[src/rtl/systolic_nxn_sparse_if.sv]
// Operand-stream and result-tile bundle for the N x N sparse systolic tile.
// The master drives operand beats and takes results; the slave is the array.
interface systolic_nxn_sparse_if #(
   parameter int N  = 4,
   parameter int DW = 8,
   parameter int AW = 20,
   parameter int CW = 16
);
   logic                in_valid;
   logic                in_ready;
   logic                in_last;
   logic [N*DW-1:0]     a_vec;
   logic [N*DW-1:0]     b_vec;
   logic                out_valid;
   logic                out_ready;
   logic [N*N*AW-1:0]   c_flat;
   logic [CW-1:0]       skip_cnt;
   logic                busy;

   modport master (
      output in_valid, in_last, a_vec, b_vec, out_ready,
      input  in_ready, out_valid, c_flat, skip_cnt, busy
   );

   modport slave (
      input  in_valid, in_last, a_vec, b_vec, out_ready,
      output in_ready, out_valid, c_flat, skip_cnt, busy
   );
endinterface

[src/rtl/systolic_nxn_sparse.sv]
// Output-stationary N x N systolic matrix multiply with zero-operand MAC gating
// and a saturating count of gated MACs per tile.
module systolic_nxn_sparse #(
   parameter int N  = 4,
   parameter int DW = 8,
   parameter int AW = 20,
   parameter int CW = 16
) (
   input  logic                 clk,
   input  logic                 rst,
   systolic_nxn_sparse_if.slave bus
);
   typedef enum logic [1:0] {IDLE, LOAD, DRAIN, DONE} state_t;

   localparam int CNTW = $clog2(2*N);
   localparam int PW   = $clog2(N*N+1);

   state_t            state_reg, state_next;
   logic [CNTW-1:0]   cnt_reg, cnt_next;
   logic              ready_w;
   logic              accept;
   logic              clear;

   logic [DW-1:0]     a_west  [N];
   logic              t_west  [N];
   logic [DW-1:0]     b_north [N];
   logic [DW-1:0]     a_east  [N][N-1];
   logic              t_east  [N][N-1];
   logic [DW-1:0]     b_south [N-1][N];
   logic [AW-1:0]     acc_reg [N][N];
   logic [N*N-1:0]    skip_vec;
   logic [PW-1:0]     pop;
   logic [CW:0]       skip_sum;
   logic [CW-1:0]     skip_reg;
   logic [N*N*AW-1:0] c_flat_w;

   assign ready_w = ((state_reg == IDLE) || (state_reg == LOAD)) && !rst;
   assign accept  = bus.in_valid & ready_w;
   // Accumulators and the skip count restart with the first beat of a tile.
   assign clear   = accept && (state_reg == IDLE);

   always_ff @(posedge clk) begin
      if (rst) begin
         state_reg <= IDLE;
         cnt_reg   <= '0;
      end else begin
         state_reg <= state_next;
         cnt_reg   <= cnt_next;
      end
   end

   always_comb begin
      state_next = state_reg;
      cnt_next   = cnt_reg;
      case (state_reg)
         IDLE: begin
            if (accept) begin
               state_next = bus.in_last ? DRAIN : LOAD;
               cnt_next   = '0;
            end
         end
         LOAD: begin
            if (accept && bus.in_last) begin
               state_next = DRAIN;
               cnt_next   = '0;
            end
         end
         DRAIN: begin
            // The last beat reaches PE(N-1,N-1) 2N-1 edges after acceptance.
            if (cnt_reg == CNTW'(2*N-1)) state_next = DONE;
            else                         cnt_next   = cnt_reg + 1'b1;
         end
         DONE: begin
            if (bus.out_ready) state_next = IDLE;
         end
         default: state_next = IDLE;
      endcase
   end

   // Input skew: row i of A and column j of B pass through i+1 / j+1 registers.
   for (genvar gi = 0; gi < N; gi++) begin : gen_skew
      logic [DW-1:0] a_sr [gi+1];
      logic          t_sr [gi+1];
      logic [DW-1:0] b_sr [gi+1];

      always_ff @(posedge clk) begin
         if (rst) begin
            for (int s = 0; s <= gi; s++) begin
               a_sr[s] <= '0;
               t_sr[s] <= 1'b0;
               b_sr[s] <= '0;
            end
         end else begin
            a_sr[0] <= accept ? bus.a_vec[gi*DW +: DW] : '0;
            t_sr[0] <= accept;
            b_sr[0] <= accept ? bus.b_vec[gi*DW +: DW] : '0;
            for (int s = 1; s <= gi; s++) begin
               a_sr[s] <= a_sr[s-1];
               t_sr[s] <= t_sr[s-1];
               b_sr[s] <= b_sr[s-1];
            end
         end
      end

      assign a_west[gi]  = a_sr[gi];
      assign t_west[gi]  = t_sr[gi];
      assign b_north[gi] = b_sr[gi];
   end

   for (genvar gi = 0; gi < N; gi++) begin : gen_row
      for (genvar gj = 0; gj < N; gj++) begin : gen_pe
         logic [DW-1:0]   a_in, b_in;
         logic            t_in;
         logic [2*DW-1:0] prod;

         if (gj == 0) begin : gen_a_edge
            assign a_in = a_west[gi];
            assign t_in = t_west[gi];
         end else begin : gen_a_inner
            assign a_in = a_east[gi][gj-1];
            assign t_in = t_east[gi][gj-1];
         end

         if (gi == 0) begin : gen_b_edge
            assign b_in = b_north[gj];
         end else begin : gen_b_inner
            assign b_in = b_south[gi-1][gj];
         end

         assign prod = a_in * b_in;
         assign skip_vec[gi*N+gj] = t_in & ((a_in == '0) | (b_in == '0));

         always_ff @(posedge clk) begin
            if (rst)                   acc_reg[gi][gj] <= '0;
            else if (clear)            acc_reg[gi][gj] <= '0;
            else if (t_in && !skip_vec[gi*N+gj])
               acc_reg[gi][gj] <= acc_reg[gi][gj] + AW'(prod);
         end

         if (gj < N-1) begin : gen_pass_a
            always_ff @(posedge clk) begin
               if (rst) begin
                  a_east[gi][gj] <= '0;
                  t_east[gi][gj] <= 1'b0;
               end else begin
                  a_east[gi][gj] <= a_in;
                  t_east[gi][gj] <= t_in;
               end
            end
         end

         if (gi < N-1) begin : gen_pass_b
            always_ff @(posedge clk) begin
               if (rst) b_south[gi][gj] <= '0;
               else     b_south[gi][gj] <= b_in;
            end
         end
      end
   end

   always_comb begin
      pop = '0;
      for (int p = 0; p < N*N; p++) pop = pop + PW'(skip_vec[p]);
   end

   assign skip_sum = {1'b0, skip_reg} + (CW+1)'(pop);

   always_ff @(posedge clk) begin
      if (rst)               skip_reg <= '0;
      else if (clear)        skip_reg <= '0;
      else if (skip_sum[CW]) skip_reg <= '1;
      else                   skip_reg <= skip_sum[CW-1:0];
   end

   always_comb begin
      c_flat_w = '0;
      for (int i = 0; i < N; i++)
         for (int j = 0; j < N; j++)
            c_flat_w[(i*N+j)*AW +: AW] = acc_reg[i][j];
   end

   assign bus.in_ready  = ready_w;
   assign bus.out_valid = (state_reg == DONE);
   assign bus.busy      = (state_reg != IDLE);
   assign bus.c_flat    = c_flat_w;
   assign bus.skip_cnt  = skip_reg;
endmodule

[src/flat_wrapper.sv]
// flat-port wrapper written by rule: the top's interface ports become plain ports
module systolic_nxn_sparse_flat 
#(
   parameter int N  = 4,
   parameter int DW = 8,
   parameter int AW = 20,
   parameter int CW = 16
)
  (clk, rst, bus_in_valid, bus_in_last, bus_a_vec, bus_b_vec, bus_out_ready, bus_in_ready, bus_out_valid, bus_c_flat, bus_skip_cnt, bus_busy);
  systolic_nxn_sparse_if #(.N(N), .DW(DW), .AW(AW), .CW(CW)) bus_i ();
  input  logic clk;
  input  logic rst;
  input wire logic [$bits(bus_i.in_valid)-1:0] bus_in_valid;
  input wire logic [$bits(bus_i.in_last)-1:0] bus_in_last;
  input wire logic [$bits(bus_i.a_vec)-1:0] bus_a_vec;
  input wire logic [$bits(bus_i.b_vec)-1:0] bus_b_vec;
  input wire logic [$bits(bus_i.out_ready)-1:0] bus_out_ready;
  output wire logic [$bits(bus_i.in_ready)-1:0] bus_in_ready;
  output wire logic [$bits(bus_i.out_valid)-1:0] bus_out_valid;
  output wire logic [$bits(bus_i.c_flat)-1:0] bus_c_flat;
  output wire logic [$bits(bus_i.skip_cnt)-1:0] bus_skip_cnt;
  output wire logic [$bits(bus_i.busy)-1:0] bus_busy;
  assign bus_i.in_valid = bus_in_valid;
  assign bus_i.in_last = bus_in_last;
  assign bus_i.a_vec = bus_a_vec;
  assign bus_i.b_vec = bus_b_vec;
  assign bus_i.out_ready = bus_out_ready;
  assign bus_in_ready = bus_i.in_ready;
  assign bus_out_valid = bus_i.out_valid;
  assign bus_c_flat = bus_i.c_flat;
  assign bus_skip_cnt = bus_i.skip_cnt;
  assign bus_busy = bus_i.busy;
  systolic_nxn_sparse #(.N(N), .DW(DW), .AW(AW), .CW(CW)) u_core (.clk(clk), .rst(rst), .bus(bus_i));
endmodule
[config.mk]
export PLATFORM = sky130hd
export DESIGN_NAME = systolic_nxn_sparse_flat
export DESIGN_NICKNAME = d
export VERILOG_FILES = /design/src/rtl/systolic_nxn_sparse_if.sv /design/src/rtl/systolic_nxn_sparse.sv /design/src/flat_wrapper.sv
export SDC_FILE = /design/constraint.sdc
export NUM_CORES = 2
export LEC_CHECK = 0
export CORE_MARGIN = 4
export CORE_UTILIZATION = 33
export CTS_CLUSTER_SIZE = 14
export DETAILED_ROUTE_END_ITERATION = 16
export GPL_TIMING_DRIVEN = 0
export SETUP_SLACK_MARGIN = 0.5
export SKIP_CTS_REPAIR_TIMING = 1
export SLEW_MARGIN = 20
export SYNTH_ARGS = -nofsm -noshare
export SYNTH_HDL_FRONTEND = slang
export SYNTH_SLANG_ARGS = --single-unit
[constraint.sdc]
create_clock -name clk -period 6.57 [get_ports clk]
set_clock_uncertainty 0.2 [all_clocks]
set_input_delay 1.314 -clock clk [delete_from_list [all_inputs] [get_ports clk]]
set_output_delay 1.314 -clock clk [all_outputs]
set_load 0.005 [all_outputs]
==> results.cfg <==
[run_status]
status = finished clean

[layout]
layout.cells.non_filler = 10370
syn_to_final_growth_pct = 16.84
stdcell_area_um2 = 77640
largest_register_ffs = 320
final_nets = 9175
drive_above_1_share_pct = 4.273
utilization_pct = 38.81

[clocking]
cts.sink_count = 700
cts-htree-levels = 3
clk_latency_ns = 0.73
cts_buffers = 90
clk_pin_slew_ns = 0.06
cts_tree = done
clock-root-buffer = clkbuf_16
cts.path.max_buffers = 3

[placement]
port-buffer-count = 407
post-place-cells = 10160
hpwl_um = 156700
place.gp.congestion = 0.8879
post-place-ws_ns = -0.6830
place_area_um2 = 73900

[yosys]
synth.area.top_cells = fa_1, edfxtp_1, ha_1
synth_fp_nets = 8648
synth_seq_cells = 700
ys_warn_count = 0
syn_avg_cell_area_um2 = 9.364
synthCells = 7096
synthArstFlopShare_pct = 0
synth_flop_cell = dfxtp_1
synth_edf_count = 320
synth_area_um2 = 66450
ys_seq_area_share_pct = 25.91
synth_cell_types = 78
synth_area_leader_cell = fa_1
yosys-top-cells-count = inv_1, fa_1, nand2_1, ha_1, and2_1
synth_top_area_share_pct = 24.43
synth_most_common_cell = inv_1

[sta]
fin_crit_ns = 6.254
drv_slew = 0
tns_ns = 0
worstMarginPinSlew_ns = 1.004
maxSlewHeadroom_pct = 32.92
setup_viol = 0
rsz0062_at_grt = true
hold_viol_final = 0
finalCritPeriodShare_pct = 95.20
max_freq_ghz = 0.1599
worst_hold_slack_ns = 0.2081
setup_slack_ns = 0.3155

[critical_path]
path_class = register to register
crit_path_cell_trace = clkbuf_4 > nor4_2 > nand2_1 > nand2_2 > and2_4 > ha_4 > inv_2 > fa_2 > fa_1 > fa_1 > inv_2 > fa_1 > fa_2 > inv_2 > fa_2 > fa_2 > nor2b_4 > o31a_1 > o211ai_1 > buf_4 > nor4b_2 > nor3_1
crit_top_cell = fa_2
crit_arrival_ns = 6.61
crit_fanout = 10
slowest_stage = fa_1
crit_buf_inv = 5
cpPeakStageDelay_ns = 0.51
cpLargestDelayFamily = adder cells
critPathCaptureType = register
cp.required_ns = 6.92
r2r_slack_ns = 0.32
startpoint = u_core.gen_skew[0].b_sr[0][0]
rr_startpoint = u_core.gen_skew[0].b_sr[0][0]
worst_setup_path_start_kind = register

[floorplanning]
die_h_um = 456.7
row_count = 164
die_area_um2 = 208600
die_w_um = 456.7
coreArea_um2 = 200100
io_pins = 408
start_util_pct = 33.21

[run]
cap_viol_max_count = 0

[route]
drc = 0
via_count = 49540
drt.antenna.violating_nets = 0
vias_per_cell = 4.779
drt_pass1_iterations = 5
wl_um = 193300
wire_per_inst_um = 18.65
dr.first_iter.drc_count = 2730

[pwr]
leakage_nw = 35.70
ir_drop_uv = 200.1
p_total_mw = 14.53
powerDensity_nw_per_um2 = 187.2

[global_routing]
grt_start_max_net_pins = 21
grt_pass1_vias = 51290
grt_pass1_wl_um = 299300
track_usage_pct = 18.40
grt-ovfl-total = 0
antenna_found_initial = 9

[min_path]
min_from = u_core.gen_skew[2].b_sr[0][2]
holdCritPathClass = register to register
-- cells in the final DEF (no fill, tap or decap), types with 35 or more instances in the layout --
master	instances
o21a_1	49
fa_1	807
nand4_1	42
dfxtp_1	372
xor2_1	64
o21ai_0	126
nand3_1	61
ha_1	669
and3_1	92
clkbuf_2	35
a21o_1	83
xnor2_1	94
clkdlybuf4s50_1	407
edfxtp_1	320
nor4_1	58
a31oi_1	36
nor2_1	315
nand2_1	769
nor3_1	80
inv_1	1303
clkbuf_16	96
a21oi_1	183
a211oi_1	44
and2_1	548
clkbuf_1	249
nor2b_1	344
-- cells by family after synthesis --
group           Yosys count  share of synthesized area (%)
xor+xnor                160                          2.109
fa+ha+maj              1483                          37.09
flops                   700                          25.91
simple gates           2406                          18.41
buf+inv                1613                          9.119
mux                      17                         0.2674
compound gates          717                          7.104
-- path summary, 6_finish.rpt --
path | to | depth (start not counted)
worst max-delay path | u_core.bus.skip_cnt[14] | 22
worst min-delay path | u_core.gen_skew[2].b_sr[0][10] | 1
worst max register to register | u_core.bus.skip_cnt[14] | 22
worst min register to register | u_core.gen_skew[2].b_sr[0][10] | 1
-- per-layer routing --
metal,GRT usage [%],vias up,part of all wire [%],routed length [um]
met5,0.2755,-,0.039,76
met4,7.702,2,4.9,9503
met3,3.530,308,5.5,10620
met2,31.01,1219,47,91060
met1,23.02,24500,42,82080
li1,-,23520,-,-
-- worst register-to-register path, cell delays in order, from the launching register on --
cell and delay, ns:
dfxtp_1 0.30, clkbuf_4 0.22, nor4_2 0.18, nand2_1 0.13, nand2_2 0.10, and2_4 0.17, ha_4 0.20, inv_2 0.06
fa_2 0.48, fa_1 0.52, fa_1 0.51, inv_2 0.04, fa_1 0.48, fa_2 0.41, inv_2 0.07, fa_2 0.51
fa_2 0.42, nor2b_4 0.12, o31a_1 0.31, o211ai_1 0.18, buf_4 0.17, nor4b_2 0.20, nor3_1 0.08
-- report_power, final --
part	internal [mW]	switching (mW)
Sequential	5.13	0.412
Combinational	1.62	2.21
Clock	2.95	2.20
Total	9.71	4.83
-- area by class of cell --
class                      count  area, um^2
clock buffer                 113        2506
inverter                    1306        4902
sequential                   700       17230
clock inverter                56       548.0
timing repair buffer         435        4332
tap                         2656        3323
buffer                       307        1359
multi-input combinational   4783       43410
antenna                       10       25.02
fill                       19810      122400
Note: power is estimated with default switching activity, not from simulation.
